`src/rtl/hc595_frame_src.sv`:
```
// hc595_frame_src: debounced key press counter with 4-digit BCD scan, one frame per slot to a 595 serializer
module hc595_frame_src #(
  parameter int DEBOUNCE_CYC = 1_000_000,
  parameter int SCAN_CYC     = 50_000
) (
  input  logic        clk,
  input  logic        rst,
  input  logic        key,
  output logic [15:0] frame_data,
  output logic        frame_valid,
  input  logic        frame_ready,
  output logic [15:0] bcd
);
  localparam int DW = (DEBOUNCE_CYC > 2) ? $clog2(DEBOUNCE_CYC) : 1;
  localparam int SW = (SCAN_CYC > 2) ? $clog2(SCAN_CYC) : 1;

  typedef enum logic {IDLE, VALID} state_t;

  logic [1:0]    sync_q;
  logic          db_q, db_d, db_prev_q, press_q, db_hit;
  logic [DW-1:0] db_cnt_q, db_cnt_d;
  logic [SW-1:0] scan_q, scan_d;
  logic          tick;
  logic [1:0]    idx_q, idx_d;
  state_t        state_q, state_d;
  logic [15:0]   frame_q, frame_d;
  logic [15:0]   bcd_q, bcd_d;
  logic          carry;

  function automatic logic [7:0] seg7(input logic [3:0] d);
    case (d)
      4'd0: seg7 = 8'hC0;
      4'd1: seg7 = 8'hF9;
      4'd2: seg7 = 8'hA4;
      4'd3: seg7 = 8'hB0;
      4'd4: seg7 = 8'h99;
      4'd5: seg7 = 8'h92;
      4'd6: seg7 = 8'h82;
      4'd7: seg7 = 8'hF8;
      4'd8: seg7 = 8'h80;
      4'd9: seg7 = 8'h90;
      default: seg7 = 8'hFF;
    endcase
  endfunction

  // The debounced level flips only after the synced level has differed for DEBOUNCE_CYC cycles
  assign db_hit   = (sync_q[1] != db_q) && (db_cnt_q == DW'(DEBOUNCE_CYC - 1));
  assign db_cnt_d = (sync_q[1] == db_q || db_hit) ? '0 : db_cnt_q + DW'(1);
  assign db_d     = db_hit ? sync_q[1] : db_q;

  assign tick   = scan_q == SW'(SCAN_CYC - 1);
  assign scan_d = tick ? '0 : scan_q + SW'(1);

  // Decimal increment with per-digit carry; 9999 rolls over to 0000
  always_comb begin
    bcd_d = bcd_q;
    carry = press_q;
    for (int i = 0; i < 4; i++) begin
      bcd_d[4*i+:4] = carry ? ((bcd_q[4*i+:4] == 4'd9) ? 4'd0 : bcd_q[4*i+:4] + 4'd1) : bcd_q[4*i+:4];
      carry = carry & (bcd_q[4*i+:4] == 4'd9);
    end
  end

  // Frame FSM: latch on tick when idle, hold until the serializer takes it; ticks while busy are dropped
  always_comb begin
    state_d = state_q;
    idx_d   = idx_q;
    frame_d = frame_q;
    if (state_q == IDLE && tick) begin
      state_d = VALID;
      idx_d   = idx_q + 2'd1;
      frame_d = {seg7(bcd_q[{idx_q, 2'b00}+:4]), 4'b0000, 4'b0001 << idx_q};
    end else if (state_q == VALID && frame_ready) begin
      state_d = IDLE;
    end
  end

  // Key synchronizer and registered press pulse on the debounced falling edge
  always_ff @(posedge clk or negedge rst) begin
    if (!rst) begin
      sync_q    <= 2'b11;
      db_prev_q <= 1'b1;
      press_q   <= 1'b0;
    end else begin
      sync_q    <= {sync_q[0], key};
      db_prev_q <= db_q;
      press_q   <= db_prev_q & ~db_q;
    end
  end

  // Debounce, scan timer, press counter and frame state registers
  always_ff @(posedge clk or negedge rst) begin
    if (!rst) begin
      db_q     <= 1'b1;
      db_cnt_q <= '0;
      scan_q   <= '0;
      bcd_q    <= 16'h0000;
      idx_q    <= 2'd0;
      state_q  <= IDLE;
      frame_q  <= 16'hFF00;
    end else begin
      db_q     <= db_d;
      db_cnt_q <= db_cnt_d;
      scan_q   <= scan_d;
      bcd_q    <= bcd_d;
      idx_q    <= idx_d;
      state_q  <= state_d;
      frame_q  <= frame_d;
    end
  end

  assign frame_data  = frame_q;
  assign frame_valid = state_q == VALID;
  assign bcd         = bcd_q;
endmodule

```
`config.mk`:
```
export PLATFORM = sky130hd
export DESIGN_NAME = hc595_frame_src
export DESIGN_NICKNAME = d
export VERILOG_FILES = /design/src/rtl/hc595_frame_src.sv
export SDC_FILE = /design/constraint.sdc
export NUM_CORES = 1
export LEC_CHECK = 0
export BUFFER_PORTS_ARGS = -buffer_cell sky130_fd_sc_hd__buf_2
export CORE_MARGIN = 10
export CORE_UTILIZATION = 45
export DETAILED_ROUTE_END_ITERATION = 8
export PLACE_DENSITY_LB_ADDON = 0.05
export SLEW_MARGIN = 20
export SYNTH_ARGS = -nofsm -noshare
export SYNTH_HDL_FRONTEND = slang
export SYNTH_SLANG_ARGS = --single-unit
```
`constraint.sdc`:
```
create_clock -name clk -period 2.5 [get_ports clk]
set_input_delay 0.5 -clock clk [delete_from_list [all_inputs] [get_ports clk]]
set_output_delay 0.5 -clock clk [all_outputs]
set_load 0.05 [all_outputs]
```
==> results of run 1 <==
-- per-stage QoR --
step / total power [mW] / hold slack [ns] / worst slack, ns / cell area, um^2
global placement: 1.25 / 0.346 / 0.444 / 3890
floorplan: 1.22 / 0.204 / 0.308 / 3630
CTS: 2.17 / 0.0611 / 0.278 / 4090
global route: 2.24 / 0.0713 / 0.146 / 4090
detailed placement: 1.25 / 0.350 / 0.372 / 3890
finish: 2.14 / 0.0572 / 0.322 / 4090
-- kinds of logic (layout without fill, tap and decap cells) --
| group | Yosys count | in the layout | synth area share |
|---|---|---|---|
| AO/OA/AOI/OAI | 39 | 39 | 0.0761 |
| XOR/XNOR | 36 | 36 | 0.0871 |
| adder cells (fa/ha/maj) | 11 | 11 | 0.0380 |
| buffers and inverters | 25 | 66 | 0.0363 |
| flip-flops | 71 | 71 | 0.495 |
| multiplexers | 18 | 18 | 0.0681 |
| other | 2 | 5 | 0.00207 |
| AND/OR/NAND/NOR | 132 | 132 | 0.198 |
-- flip-flops by register name (all words and copies together) (netlist names) --
signal and flops:
db_prev_q 1, db_cnt_q 20, frame_valid 1, frame_data 11, press_q 1, idx_q 2
sync_q 2, scan_q 16, db_q 1, bcd 16
-- layout make-up --
| cell class | instances | area share |
|---|---|---|
| Clock inverter | 6 | 0.0147 |
| Timing Repair Buffer | 38 | 0.0538 |
| Multi-Input combinational cell | 241 | 0.418 |
| Sequential cell | 71 | 0.438 |
| Inverter | 12 | 0.0110 |
| Tap cell | 102 | 0.0312 |
| Clock buffer | 10 | 0.0336 |
-- synth_stat cells, types with 2 or more instances --
library cell,n
dfrtp_1,60
nor2_1,33
nand2_1,19
xnor2_1,19
nand3_1,18
xor2_1,17
inv_1,12
nand4_1,12
dfstp_2,11
ha_1,11
a21oi_1,10
mux2_2,10
o21ai_0,9
buf_4,7
nor2b_1,6
nor3_1,6
o31ai_1,6
and3_1,5
or4_1,5
and2_1,4
mux2i_1,4
nand2b_1,4
nor4_1,4
a22o_1,3
mux4_2,3
nor3b_1,3
or3_1,3
a2bb2oi_1,2
and4_1,2
and4b_1,2
buf_2,2
clkbuf_1,2
conb_1,2
o21a_1,2
-- power groups by stage --
| stage | Clock [mW] | Sequential [mW] | Combinational (mW) |
|---|---|---|---|
| floorplan | 0 | 1.18 | 0.0356 |
| global placement | 0 | 1.18 | 0.0647 |
| detailed placement | 0 | 1.18 | 0.0644 |
| CTS | 0.940 | 1.16 | 0.0646 |
| global route | 1.00 | 1.16 | 0.0703 |
| finish | 0.917 | 1.16 | 0.0622 |
-- worst paths after layout --
path	endpoint	slack, ns	depth (start not counted)
max	frame_data[12]$_DFFE_PN1P_	0.32	7
min	db_cnt_q[16]$_DFF_PN0_	0.06	1
max reg2reg	frame_data[12]$_DFFE_PN1P_	0.32	7
min reg2reg	sync_q[1]$_DFF_PN1_	0.36	0
max in group asynchronous	db_cnt_q[0]$_DFF_PN0_	1.85	2
min in group clk	sync_q[0]$_DFF_PN1_	0.25	1
-- metal layers --
metal | vias up | wire (um) | global-route usage
li1 | 1254 | - | -
met1 | 1269 | 3560 | 0.167
met2 | 38 | 3280 | 0.192
met3 | 8 | 323 | 0.0328
met4 | 0 | 80 | 0.0474
met5 | - | 0 | 0
==> results.cfg, run 1 <==
[place]
portBuffers = 31
dp_hpwl_mm = 5.17
dpl.cell_count = 464
gp_congestion = 0.794

[detailed_routing]
dr.pass1.iters = 4
drt-total-wl_mm = 7.24
ant_nets = 0
drc = 0
vias = 2569
drt_iter0_markers = 73
avgRoutedWirePerCell_um = 15.1
via_per_inst = 5.35

[clocking]
cts.clk_slew.worst_paths_ns = 0.08
cts_resized = 0
clk_latency_ns = 0.34
cts.sink_count = 71
clk_path_buf_depth = 2
cts_root_buf = clkbuf_8
cts_buffers = 9
cts_tree = built
cts_setup_buffers = 0
htreeDepth = 3
cts_hold_buf = 0

[sta]
finalSetupTns_ns = 0
rsz0062_at_grt = no
relSlewSlack = 0.638
fin_crit_ns = 2.18
period_share = 0.871
setup_viol = 0
worst_pin_slew_ns = 0.538
clock_skew_ns = 0.00757
fmaxAchievable_mhz = 459
final_max_slew_viol_count = 0
finalHoldViolations = 0

[grt]
grt_antenna_before_repair = 0
grt_max_degree = 31
grt_overflow = 0
grt_use_total = 0.125
grt_pass1_vias = 2510
grt_pass1_wl_mm = 12.0

[synth]
synth_enable_flop_cells = 0
syn_area_mm2 = 0.00362
yosysSeqAreaShare = 0.495
async_flop_share = 1.00
synth_top_area_cell = dfrtp_1
synth.area.top_cells = dfrtp_1, dfstp_2, xnor2_1
synth-seq-cells = 71
yosysTopAreaCellShare = 0.415
synth_ff_type = dfrtp_1
syn_inst = 334
ys_types = 50
syn_area_per_cell_um2 = 10.8
synth_warnings = 0

[floorplan]
io_pins = 37
initial_core_util = 0.466
dieHeight_um = 110
core_mm2 = 0.00777
fp.dieW_um = 110
rows = 32
dieArea_mm2 = 0.0120

[critical_path]
slowest_stage = mux4_1
rr_startpoint = idx_q[0]$_DFFE_PN0P_
worst_setup_path_end_kind = flop
crit_path_start = idx_q[0]$_DFFE_PN0P_
crit_fanout = 7
crit_arrival_ns = 2.45
critPathTopFamily = multiplexers
worstSetupPathType = reg -> reg
crit_chain = mux4_1 -> inv_1 -> ha_1 -> inv_1 -> nor3b_1 -> a21oi_1 -> mux2_2
critPathMostFrequentCell = inv_1
critPathMaxStageDelay_ns = 0.68
cp-start-kind = flop
worstPathRequired_ns = 2.77
crit_buf_inv = 2

[cells_and_area]
nets = 388
final_common_cell = dfrtp_1
fill_cells = 722
ff_latch_area_mm2 = 0.00179
num_antenna_cells = 0
area_delta_synth_final_pct = 13.0
final_cell_mix = dfrtp_1, nor2_1, buf_2
drive_gt1_frac = 0.214
final_cells = 480
multi_input_area_mm2 = 0.00171
utilization = 0.527

[pwr]
power_density_mw_per_mm2 = 523
switching_share = 0.228
intPower_mw = 1.65
power.switching_uw = 488
peakVddDrop_uv = 265
p_comb_frac = 0.029
clkPwrFrac = 0.429
pwr-share-seq = 0.542
power_leakage_nw = 1.89

[min_path]
hold_path.class = in -> async

[status]
status = finished, final reports clean

[job]
maxCapViolations = 0
(Power assumes the default switching activity.)
==> run 2: changes to the inputs <==
--- a/config.mk
+++ b/config.mk
@@ -6,6 +6,7 @@
 export NUM_CORES = 1
 export LEC_CHECK = 0
 export BUFFER_PORTS_ARGS = -buffer_cell sky130_fd_sc_hd__buf_2
+export CORE_ASPECT_RATIO = 0.75
 export CORE_MARGIN = 10
 export CORE_UTILIZATION = 45
 export DETAILED_ROUTE_END_ITERATION = 8
==> results.cfg, run 2 (same netlist as run 1, synthesis figures left out) <==
[clocking]
cts_tree = built
clk_latency_ns = 0.35
cts_resized = 0
clk_path_buf_depth = 2
cts_setup_buffers = 0
cts.sink_count = 71
cts_root_buf = clkbuf_8
cts_buffers = 9
cts_hold_buf = 0
cts.clk_slew.worst_paths_ns = 0.07
htreeDepth = 3

[sta]
worst_pin_slew_ns = 0.531
finalSetupTns_ns = 0
clock_skew_ns = 0.0137
relSlewSlack = 0.643
finalHoldViolations = 0
rsz0062_at_grt = no
fmaxAchievable_mhz = 465
setup_viol = 0
final_max_slew_viol_count = 0
fin_crit_ns = 2.15
holdWs_ns = 0.160
period_share = 0.859

[floorplan]
core_mm2 = 0.00785
fp.dieW_um = 124
dieArea_mm2 = 0.0121
rows = 28
initial_core_util = 0.461
io_pins = 37
dieHeight_um = 97.7

[critical_path]
critPathMaxStageDelay_ns = 0.69
crit_buf_inv = 2
slowest_stage = mux4_1
worstPathRequired_ns = 2.77
worstSetupPathType = reg -> reg
crit_chain = mux4_1 -> inv_1 -> ha_1 -> inv_1 -> nor3b_1 -> a21oi_1 -> mux2_2
critPathTopFamily = multiplexers
crit_arrival_ns = 2.42
critPathMostFrequentCell = inv_1
crit_fanout = 7
worst_setup_path_end_kind = flop
cp-start-kind = flop

[detailed_routing]
avgRoutedWirePerCell_um = 15.5
drt-total-wl_mm = 7.48
drt_iter0_markers = 125
drc = 0
via_per_inst = 5.25
ant_nets = 0
vias = 2532
dr.pass1.iters = 4

[pwr]
peakVddDrop_uv = 256
power_mw = 2.11
power_leakage_nw = 1.88
power_density_mw_per_mm2 = 518

[cells_and_area]
drive_gt1_frac = 0.204
final_cell_mix = dfrtp_1, nor2_1, buf_2
utilization = 0.519
largest_reg_flops = 20
final_common_cell = dfrtp_1
nets = 387
num_antenna_cells = 0
largest_register = db_cnt_q
area_delta_synth_final_pct = 12.5

[place]
portBuffers = 31
dp_hpwl_mm = 5.22
gp_congestion = 0.799

[grt]
grt_use_total = 0.128
grt_pass1_wl_mm = 12.8
grt_max_degree = 72
grt_antenna_before_repair = 0
grt_overflow = 0
grt_pass1_vias = 2566

[job]
maxCapViolations = 0

[min_path]
hold_path.class = in -> async

[status]
status = finished, final reports clean
## run 2: changes by cell type in the layout (fill, tap and decap cells not counted), sizes merged
cell / before / now
clkinvlp: 2 / 1
clkbuf: 10 / 12
clkinv: 3 / 2
buf: 38 / 37
## run 2: cell type report
cell class	count	area [um^2]
clock inverters	4	47.5
clock buffers	12	135
fillers	716	3780
repair buffers	37	213
multi-input cells	241	1710
inverters	12	45.0
flip-flops and latches	71	1790
well taps	105	131
## run 2: metrics by stage
step / std cells / setup WS [ns] / instance area (um^2)
6_report: 482 / 0.352 / 4070
5_1_grt: 482 / 0.168 / 4070
4_1_cts: 482 / 0.322 / 4070
3_5_place_dp: 466 / 0.332 / 3890
3_3_place_gp: 466 / 0.440 / 3890
2_1_floorplan: 337 / 0.308 / 3630
## run 2: per-layer routing
layer | global-route usage | part of all wire | vias up
met2 | 0.176 | 0.41 | 43
met4 | 0.0322 | 0.0074 | 0
met3 | 0.0424 | 0.054 | 5
li1 | - | - | 1247
met5 | 0 | 0 | -
met1 | 0.187 | 0.53 | 1237
## run 2: worst paths after layout
path                       cells after the start            startpoint                         end  slack, ns
max reg2reg                                    7  idx_q[0]$_DFFE_PN0P_  frame_data[12]$_DFFE_PN1P_       0.35
min reg2reg                                    0   sync_q[0]$_DFF_PN1_         sync_q[1]$_DFF_PN1_       0.36
max                                            7  idx_q[0]$_DFFE_PN0P_  frame_data[12]$_DFFE_PN1P_       0.35
min                                            2                   rst     frame_valid$_DFFE_PN0P_       0.16
max in group asynchronous                      2                   rst  frame_data[12]$_DFFE_PN1P_       1.98
min in group clk                               1                   key         sync_q[0]$_DFF_PN1_       0.25
## run 2: worst reg2reg max path: cells and delay by family, from the launching register on
family	cells	cell delay, ns
simple gates	1	0.18
compound gates	1	0.06
buf+inv	2	0.20
fa+ha+maj	1	0.16
mux	2	0.95
flops	1	0.53
## run 2: where the power goes
part,switching [mW],internal [mW],leakage (nW)
sequential,0.00529,1.16,0.935
clock,0.429,0.459,0.0904
combinational,0.0486,0.0115,0.851
